**src/rtl/div_tick_gen_pkg.sv**
```systemverilog
// Shared defaults and helpers for the clock-enable generator.
// Widths and reset values used when the top is not overridden.
// clamp_div/tick_ph keep divisor and tick-phase rules in one place.
package div_tick_gen_pkg;

  localparam int          DIV_W_DFLT   = 8;
  localparam int          CNT_W_DFLT   = 2;
  localparam int unsigned DEF_DIV_DFLT = 4;
  localparam int unsigned TICK_PH_DFLT = 1;

  // A zero divisor would stall the phase counter, so it runs as divide-by-1.
  function automatic int unsigned clamp_div(input int unsigned v);
    return (v == 0) ? 1 : v;
  endfunction

  // Tick phase, pulled back into the period when the period is shorter than tp.
  function automatic int unsigned tick_ph(input int unsigned n,
                                          input int unsigned tp = TICK_PH_DFLT);
    return (tp < n) ? tp : n - 1;
  endfunction

endpackage

```
**src/rtl/div_tick_gen_if.sv**
```systemverilog
// Control and status bundle of div_tick_gen.
// master drives run/divisor/clear controls, slave returns tick, level and counter.
// All signals are single-cycle qualified on clk; no handshake.
interface div_tick_gen_if
  import div_tick_gen_pkg::*;
#(
  parameter int DIV_W = DIV_W_DFLT,
  parameter int CNT_W = CNT_W_DFLT
);

  logic             en;
  logic [DIV_W-1:0] div_val;
  logic             div_load;
  logic             cnt_clr;
  logic             tick;
  logic             lvl;
  logic             div_busy;
  logic [CNT_W-1:0] po_cnt;
  logic             cnt_wrap;

  modport master (
    output en, div_val, div_load, cnt_clr,
    input  tick, lvl, div_busy, po_cnt, cnt_wrap
  );

  modport slave (
    input  en, div_val, div_load, cnt_clr,
    output tick, lvl, div_busy, po_cnt, cnt_wrap
  );

endinterface

```
**src/rtl/div_tick_gen_phase_ctr.sv**
```systemverilog
// Phase counter with current and pending divisor; new divisors land on period boundaries.
// Latency: div_busy rises the cycle after div_load; apply at end of period (or next cycle when en=0).
// No backpressure: a later div_load simply overwrites the pending divisor.
module div_tick_gen_phase_ctr
  import div_tick_gen_pkg::*;
#(
  parameter int          DIV_W   = DIV_W_DFLT,
  parameter int unsigned DEF_DIV = DEF_DIV_DFLT
) (
  input  logic             clk,
  input  logic             rst,
  input  logic             en,
  input  logic [DIV_W-1:0] div_val,
  input  logic             div_load,
  output logic [DIV_W-1:0] ph,
  output logic [DIV_W-1:0] n,
  output logic             div_busy
);

  logic [DIV_W-1:0] ph_q, ph_d;
  logic [DIV_W-1:0] n_q, n_d;
  logic [DIV_W-1:0] pend_q, pend_d;
  logic             busy_q, busy_d;
  logic             at_end;
  logic             apply;

  // Advance phase, swap in the pending divisor at the boundary, capture new loads.
  always_comb begin
    at_end = (ph_q == n_q - DIV_W'(1));
    // With the counter frozen there is no boundary to wait for, so apply at once.
    apply  = busy_q && (!en || at_end);
    ph_d   = ph_q;
    n_d    = n_q;
    pend_d = pend_q;
    busy_d = busy_q;
    if (en) begin
      ph_d = at_end ? '0 : ph_q + DIV_W'(1);
    end
    if (apply) begin
      n_d    = pend_q;
      ph_d   = '0;
      busy_d = 1'b0;
    end
    // A load in the apply cycle queues behind the value being applied.
    if (div_load) begin
      pend_d = DIV_W'(clamp_div(32'(div_val)));
      busy_d = 1'b1;
    end
  end

  // State registers; reset drops any pending divisor.
  always_ff @(posedge clk) begin
    if (rst) begin
      ph_q   <= '0;
      n_q    <= DIV_W'(DEF_DIV);
      pend_q <= '0;
      busy_q <= 1'b0;
    end else begin
      ph_q   <= ph_d;
      n_q    <= n_d;
      pend_q <= pend_d;
      busy_q <= busy_d;
    end
  end

  assign ph       = ph_q;
  assign n        = n_q;
  assign div_busy = busy_q;

endmodule

```
**src/rtl/div_tick_gen.sv**
```systemverilog
// Clock-enable generator: one tick per N-cycle period, ~50% level, and a tick counter.
// Latency: tick/lvl registered one cycle after the phase; po_cnt steps the cycle after tick.
// No backpressure: en freezes the phase and suppresses ticks, nothing else stalls.
module div_tick_gen
  import div_tick_gen_pkg::*;
#(
  parameter int          DIV_W   = DIV_W_DFLT,
  parameter int          CNT_W   = CNT_W_DFLT,
  parameter int unsigned DEF_DIV = DEF_DIV_DFLT,
  parameter int unsigned TICK_PH = TICK_PH_DFLT
) (
  input logic           clk,
  input logic           rst,
  div_tick_gen_if.slave bus
);

  localparam logic [CNT_W-1:0] CNT_MAX = '1;

  logic [DIV_W-1:0] ph;
  logic [DIV_W-1:0] n;
  logic             div_busy;

  logic             tick_q, tick_d;
  logic             lvl_q, lvl_d;
  logic [CNT_W-1:0] po_cnt_q, po_cnt_d;
  logic             cnt_wrap_q, cnt_wrap_d;

  div_tick_gen_phase_ctr #(
    .DIV_W   (DIV_W),
    .DEF_DIV (DEF_DIV)
  ) u_phase_ctr (
    .clk      (clk),
    .rst      (rst),
    .en       (bus.en),
    .div_val  (bus.div_val),
    .div_load (bus.div_load),
    .ph       (ph),
    .n        (n),
    .div_busy (div_busy)
  );

  // Tick on the phase match, level high for the upper half of the period.
  always_comb begin
    tick_d = bus.en && (32'(ph) == tick_ph(32'(n), TICK_PH));
    lvl_d  = bus.en ? (ph >= (n >> 1)) : lvl_q;
  end

  // Count registered ticks; a clear wins over a coincident tick and hides the wrap.
  always_comb begin
    po_cnt_d   = po_cnt_q;
    cnt_wrap_d = 1'b0;
    if (bus.cnt_clr) begin
      po_cnt_d = '0;
    end else if (tick_q) begin
      po_cnt_d   = po_cnt_q + CNT_W'(1);
      cnt_wrap_d = (po_cnt_q == CNT_MAX);
    end
  end

  // Output registers.
  always_ff @(posedge clk) begin
    if (rst) begin
      tick_q     <= 1'b0;
      lvl_q      <= 1'b0;
      po_cnt_q   <= '0;
      cnt_wrap_q <= 1'b0;
    end else begin
      tick_q     <= tick_d;
      lvl_q      <= lvl_d;
      po_cnt_q   <= po_cnt_d;
      cnt_wrap_q <= cnt_wrap_d;
    end
  end

  assign bus.tick     = tick_q;
  assign bus.lvl      = lvl_q;
  assign bus.div_busy = div_busy;
  assign bus.po_cnt   = po_cnt_q;
  assign bus.cnt_wrap = cnt_wrap_q;

endmodule

```
**src/flat_wrapper.sv**
```systemverilog
// flat-port wrapper written by rule: the top's interface ports become plain ports
module div_tick_gen_flat import div_tick_gen_pkg::*;
#(
  parameter int          DIV_W   = DIV_W_DFLT,
  parameter int          CNT_W   = CNT_W_DFLT,
  parameter int unsigned DEF_DIV = DEF_DIV_DFLT,
  parameter int unsigned TICK_PH = TICK_PH_DFLT
)
  (clk, rst, bus_en, bus_div_val, bus_div_load, bus_cnt_clr, bus_tick, bus_lvl, bus_div_busy, bus_po_cnt, bus_cnt_wrap);
  div_tick_gen_if #(.DIV_W(DIV_W), .CNT_W(CNT_W)) bus_i ();
  input logic clk;
  input logic rst;
  input wire logic [$bits(bus_i.en)-1:0] bus_en;
  input wire logic [$bits(bus_i.div_val)-1:0] bus_div_val;
  input wire logic [$bits(bus_i.div_load)-1:0] bus_div_load;
  input wire logic [$bits(bus_i.cnt_clr)-1:0] bus_cnt_clr;
  output wire logic [$bits(bus_i.tick)-1:0] bus_tick;
  output wire logic [$bits(bus_i.lvl)-1:0] bus_lvl;
  output wire logic [$bits(bus_i.div_busy)-1:0] bus_div_busy;
  output wire logic [$bits(bus_i.po_cnt)-1:0] bus_po_cnt;
  output wire logic [$bits(bus_i.cnt_wrap)-1:0] bus_cnt_wrap;
  assign bus_i.en = bus_en;
  assign bus_i.div_val = bus_div_val;
  assign bus_i.div_load = bus_div_load;
  assign bus_i.cnt_clr = bus_cnt_clr;
  assign bus_tick = bus_i.tick;
  assign bus_lvl = bus_i.lvl;
  assign bus_div_busy = bus_i.div_busy;
  assign bus_po_cnt = bus_i.po_cnt;
  assign bus_cnt_wrap = bus_i.cnt_wrap;
  div_tick_gen #(.DIV_W(DIV_W), .CNT_W(CNT_W), .DEF_DIV(DEF_DIV), .TICK_PH(TICK_PH)) u_core (.clk(clk), .rst(rst), .bus(bus_i));
endmodule
```
**config.mk**
```make
export PLATFORM = sky130hd
export DESIGN_NAME = div_tick_gen_flat
export DESIGN_NICKNAME = d
export VERILOG_FILES = /design/src/rtl/div_tick_gen_pkg.sv /design/src/rtl/div_tick_gen_if.sv /design/src/rtl/div_tick_gen_phase_ctr.sv /design/src/rtl/div_tick_gen.sv /design/src/flat_wrapper.sv
export SDC_FILE = /design/constraint.sdc
export NUM_CORES = 1
export LEC_CHECK = 0
export BUFFER_PORTS_ARGS = -buffer_cell sky130_fd_sc_hd__buf_4
export CAP_MARGIN = 30
export CORE_ASPECT_RATIO = 0.9
export CORE_MARGIN = 2
export CORE_UTILIZATION = 57
export DETAILED_ROUTE_END_ITERATION = 7
export PLACE_DENSITY_LB_ADDON = 0.15
export SLEW_MARGIN = 10
export SYNTH_ARGS = -nofsm -noshare
export SYNTH_HDL_FRONTEND = slang
export SYNTH_SLANG_ARGS = --single-unit
```
**constraint.sdc**
```tcl
create_clock -name clk -period 3.1 [get_ports clk]
set_input_delay 0 -clock clk [delete_from_list [all_inputs] [get_ports clk]]
set_output_delay 0 -clock clk [all_outputs]
set_load 0.01 [all_outputs]
```
After elaboration in Yosys (flattened, before gate mapping) --
Cells that the tools add are included. Widths: inputs -> output; s select.
Cells by class: equal/unequal tests 3, reduce and logical (&&, ||, !) cells 9, bitwise operators 1, $lt $le $gt $ge 2, add/sub/neg operators 4, multiplexer cells 5
Operator list (number):
- $eq 8x32->1 | 1
- $mux 32 | 1
- $mux 8 | 2
- $sub 8x1->9 const B | 1
- $add 8x1->8 const B | 1
- $eq 8x8->1 | 1
- $ge 8x7->1 | 1
- $logic_not 8->1 | 1
- $lt 1x8->1 const A | 1
- $sub 8x1->8 const B | 1
- $reduce_or 2->1 | 2
- $reduce_or 3->1 | 1
- $add 2x1->2 const B | 1
- $eq 2x2->1 const B | 1
- $logic_and 1x1->1 | 2
- $mux 1 | 2
- $reduce_bool 2->1 | 1
- $logic_not 1->1 | 1
- $logic_or 1x1->1 | 1
- $not 1->1 | 1
Word-level totals: bits in registers 30, bits of input ports 13

Longest topological paths before layout --
depth in word-level cells 6, gate-level depth with buffers 10, mapped depth without buffers 9

By module --
A second synthesis with hierarchy kept.
Unflattened totals: cell total of the unflattened synthesis 208, area total of the unflattened synthesis 1874.3 um2
Modules (own cells, without submodules):
- div_tick_gen_phase_ctr | area an instance 1343.8 um2, cells each 145, instances 1
- div_tick_gen | area an instance 530.5 um2, cells each 63, instances 1

Least setup slack after synthesis --
Ideal clock, no wire load.
path kind register -> register, start point register u_core.u_phase_ctr.n_q[0], in the netlist u_core.u_phase_ctr.n[0], end point register u_core.u_phase_ctr.n_q[0], in the netlist u_core.u_phase_ctr.n[0], arrival time 2330 ps, cell stages (with the launch flop) 9, slack 655 ps, data required time 2986 ps, clock period less this slack 2445 ps, path through dfxtp_1 buf_6 or4_4 or3_1 a211oi_2 nand2_1 o31ai_4 mux2i_1 nor2_1
Between the ends: word-level cells in the longest chain between the ends 4
Ends and longest elaborated chain:
- start, declared | RTL line div_tick_gen_phase_ctr.sv:21 | logic [DIV_W-1:0] n_q, n_d;
- start signal, assigned | RTL line div_tick_gen_phase_ctr.sv:55 | n_q <= DIV_W'(DEF_DIV);
- start signal, assigned | RTL line div_tick_gen_phase_ctr.sv:60 | n_q <= n_d;
- $sub 8x1->8 | RTL line div_tick_gen_phase_ctr.sv:29 | at_end = (ph_q == n_q - DIV_W'(1));
- $eq 8x8->1 | RTL line div_tick_gen_phase_ctr.sv:29
- $logic_or 1x1->1 | RTL line div_tick_gen_phase_ctr.sv:31 | apply = busy_q && (!en || at_end);
- $logic_and 1x1->1 | RTL line div_tick_gen_phase_ctr.sv:31
No other way between the ends. A chain may end at the register's enable or synchronous reset.

Worst setup path in the final report --
start point register u_core.u_phase_ctr.n_q[0], in the netlist u_core.u_phase_ctr.n[0], end point register u_core.u_phase_ctr.n_q[1], in the netlist u_core.u_phase_ctr.n[1]
The elaborated chain is that of the path after synthesis.

==> impl_metrics.json <==
{
  "powerDensity_nw_per_um2": 426,
  "drv_slew": 0,
  "endpoint_kind": "flip-flop",
  "antenna_left": 0,
  "grt_max_degree": 25,
  "worstPathArrival_ps": 2910,
  "final_cells": 262,
  "drc": 0,
  "dr.pass1.iters": 4,
  "synthMuxAreaShare": 0.0888,
  "grt_pass1_vias": 1474,
  "crit_type": "flip-flop to flip-flop",
  "yosysSeqAreaShare": 0.355,
  "synth_compound_area_frac": 0.139,
  "netlist_instances": 192,
  "synth_cell_types": 46,
  "antennaDiodeCount": 0,
  "cts_tree": "built",
  "synthSimpleGateAreaFrac": 0.224,
  "drive_above_1_share": 0.144,
  "cellLeakagePower_nw": 0.831,
  "drtIter0Drc": 100,
  "crit_path_max_fanout": 9,
  "nets": 246,
  "synth_edf_count": 0,
  "grt_pass1_wl_mm": 6.76,
  "viasPerCell": 5.74,
  "num_vias": 1504,
  "dieArea_sq_um": 3420,
  "hold_class": "primary input to flip-flop",
  "synth_top_family_by_area": "simple AND/OR/NAND/NOR gates",
  "fin_crit_ps": 2680,
  "finalSetupViolations": 0,
  "syn_area_per_cell_sq_um": 8.80,
  "antenna_found_initial": 0,
  "cts_root_buffer": "clkbuf_4",
  "max_clock_freq_mhz": 373,
  "synth_nets": 216,
  "die_h_um": 55.7,
  "dp_hpwl_mm": 2.84,
  "start_util": 0.605,
  "critPathRequiredTime_ps": 3330,
  "synth_fa_ha_area_frac": 0.0814,
  "clk_pin_slew_worst_paths_ps": 90,
  "yosysWarningCount": 0,
  "io_buffers": 18,
  "worstSetupStartpointType": "flip-flop",
  "boundaryPins": 19,
  "numCtsBuffers": 5,
  "async_reset_ff_frac": 0,
  "finalPower_uw": 867,
  "synth_area_sq_um": 1690,
  "clock_latency_ps": 350,
  "skew_ps": 13.0,
  "overflow": 0,
  "track_usage": 0.268,
  "rsz0062_at_grt": "no",
  "mostFrequentLayoutCells": "dfxtp_1, nor2_1, buf_4",
  "cts_resized": 0,
  "place.gp.congestion": 0.855,
  "ctsHtreeMaxLevel": 2,
  "fin_crit_sh": 0.865,
  "fp.dieW_um": 61.4,
  "fp-row-count": 18,
  "worst_ir_drop_vdd_mv": 0.344,
  "cts_sinks": 30,
  "tightest_slew_ps": 558,
  "dpl.cell_count": 243,
  "synth_ff_type": "dfxtp_1",
  "ys_ff_latch": 30,
  "core_area_sq_um": 2790,
  "area_growth_syn_to_layout_pct": 20.4,
  "wl_mm": 4.14,
  "maxSlewHeadroom": 0.628,
  "final_common_cell": "dfxtp_1",
  "detail_route.wl_per_cell_um": 15.8,
  "timing.setup.tns_ps": 0,
  "finalHoldViolCount": 0,
  "cts_buffer_depth": 2,
  "status": "finished clean",
  "synth_xor_area_frac": 0.0622,
  "cap_violations": 0
}
metal layers:
| layer | GRT usage | routed length [um] |
|---|---|---|
| met1 | 0.348 | 1920 |
| met2 | 0.409 | 1910 |
| met3 | 0.0791 | 198 |
| met4 | 0.112 | 118 |
| met5 | 0 | 0 |
cell type report:
| class | instances | area (sq um) |
|---|---|---|
| Multi-Input combinational cell | 144 | 1010 |
| Inverter | 11 | 41.3 |
| Clock buffer | 6 | 51.3 |
| Fill cell | 239 | 757 |
| Tap cell | 40 | 50.0 |
| Timing Repair Buffer | 30 | 255 |
| Sequential cell | 30 | 601 |
| Clock inverter | 1 | 30.0 |
kinds of logic after synthesis:
| kind of cell | count (synthesis) |
|---|---|
| xor+xnor | 12 |
| compound gates | 32 |
| flops | 30 |
| mux | 15 |
| buf+inv | 18 |
| fa+ha+maj | 11 |
| simple gates | 74 |
timing repair:
item                                   4_1_cts  5_1_grt
setup buffers                                0        0
setup endpoints to repair                    0        0
endpoints found under the hold margin       16        0
hold buffers                                12        0
registers in the layout, indices dropped and copies added (netlist names):
| register | flops |
|---|---|
| u_core.bus.po_cnt | 2 |
| u_core.u_phase_ctr.n | 8 |
| u_core.bus.lvl | 1 |
| u_core.u_phase_ctr.pend_q | 8 |
| u_core.u_phase_ctr.ph | 8 |
| u_core.bus.cnt_wrap | 1 |
| u_core.bus.tick | 1 |
| u_core.u_phase_ctr.div_busy | 1 |
report_power, final:
group	switching [mW]	total (mW)	internal, mW
sequential	0.0170	0.415	0.398
combinational	0.0621	0.125	0.0632
clock	0.139	0.327	0.188
total	0.218	0.867	0.649
worst max-delay path, stage by stage (launching register included):
cell and delay [ps]:
dfxtp_1 470, inv_1 80, ha_1 240, xnor2_1 150
a221o_1 310, a211o_1 280, a21o_2 210, o31ai_4 520
mux2i_1 250, nor2_1 60
synth_stat cells, types with 2 or more instances:
library cell   n  share of area
dfxtp_1       30           0.36
nor2_1        29          0.064
mux2i_1       15          0.089
ha_1          11          0.081
inv_1         11          0.024
nand2_1       11          0.024
xnor2_1        8          0.041
nor3_1         7          0.021
a21oi_1        6          0.018
o21ai_0        6          0.018
clkbuf_1       4         0.0089
nor4_1         4          0.015
xor2_1         4          0.021
nand4_1        3          0.011
nor3b_1        3          0.013
a211oi_1       2         0.0089
a21o_1         2         0.0089
a22oi_1        2         0.0089
a31oi_1        2         0.0074
and3_1         2         0.0074
buf_4          2         0.0089
nand3_1        2         0.0059
o221ai_1       2          0.010
or3_1          2         0.0074
per-stage QoR:
step	setup WS, ps	util	cell area [sq um]	hold WS (ps)
after global routing	203	0.729	2040	361
final	417	0.729	2040	371
after CTS	425	0.729	2040	366
after floorplan	655	-	1690	76.3
after global placement	459	0.657	1830	179
after detailed placement	434	0.657	1830	187
final timing paths:
kind | start | endpoint | slack [ps] | cells past startpoint
max | u_core.u_phase_ctr.n[0]$_SDFFE_PP0P_ | u_core.u_phase_ctr.n[1]$_SDFFE_PP0P_ | 420 | 9
min | bus_cnt_clr | u_core.bus.cnt_wrap$_SDFF_PP0_ | 370 | 3
max reg2reg | u_core.u_phase_ctr.n[0]$_SDFFE_PP0P_ | u_core.u_phase_ctr.n[1]$_SDFFE_PP0P_ | 420 | 9
min reg2reg | u_core.bus.tick$_SDFF_PP0_ | u_core.bus.cnt_wrap$_SDFF_PP0_ | 500 | 2
Note: power is estimated with default switching activity, not from simulation.
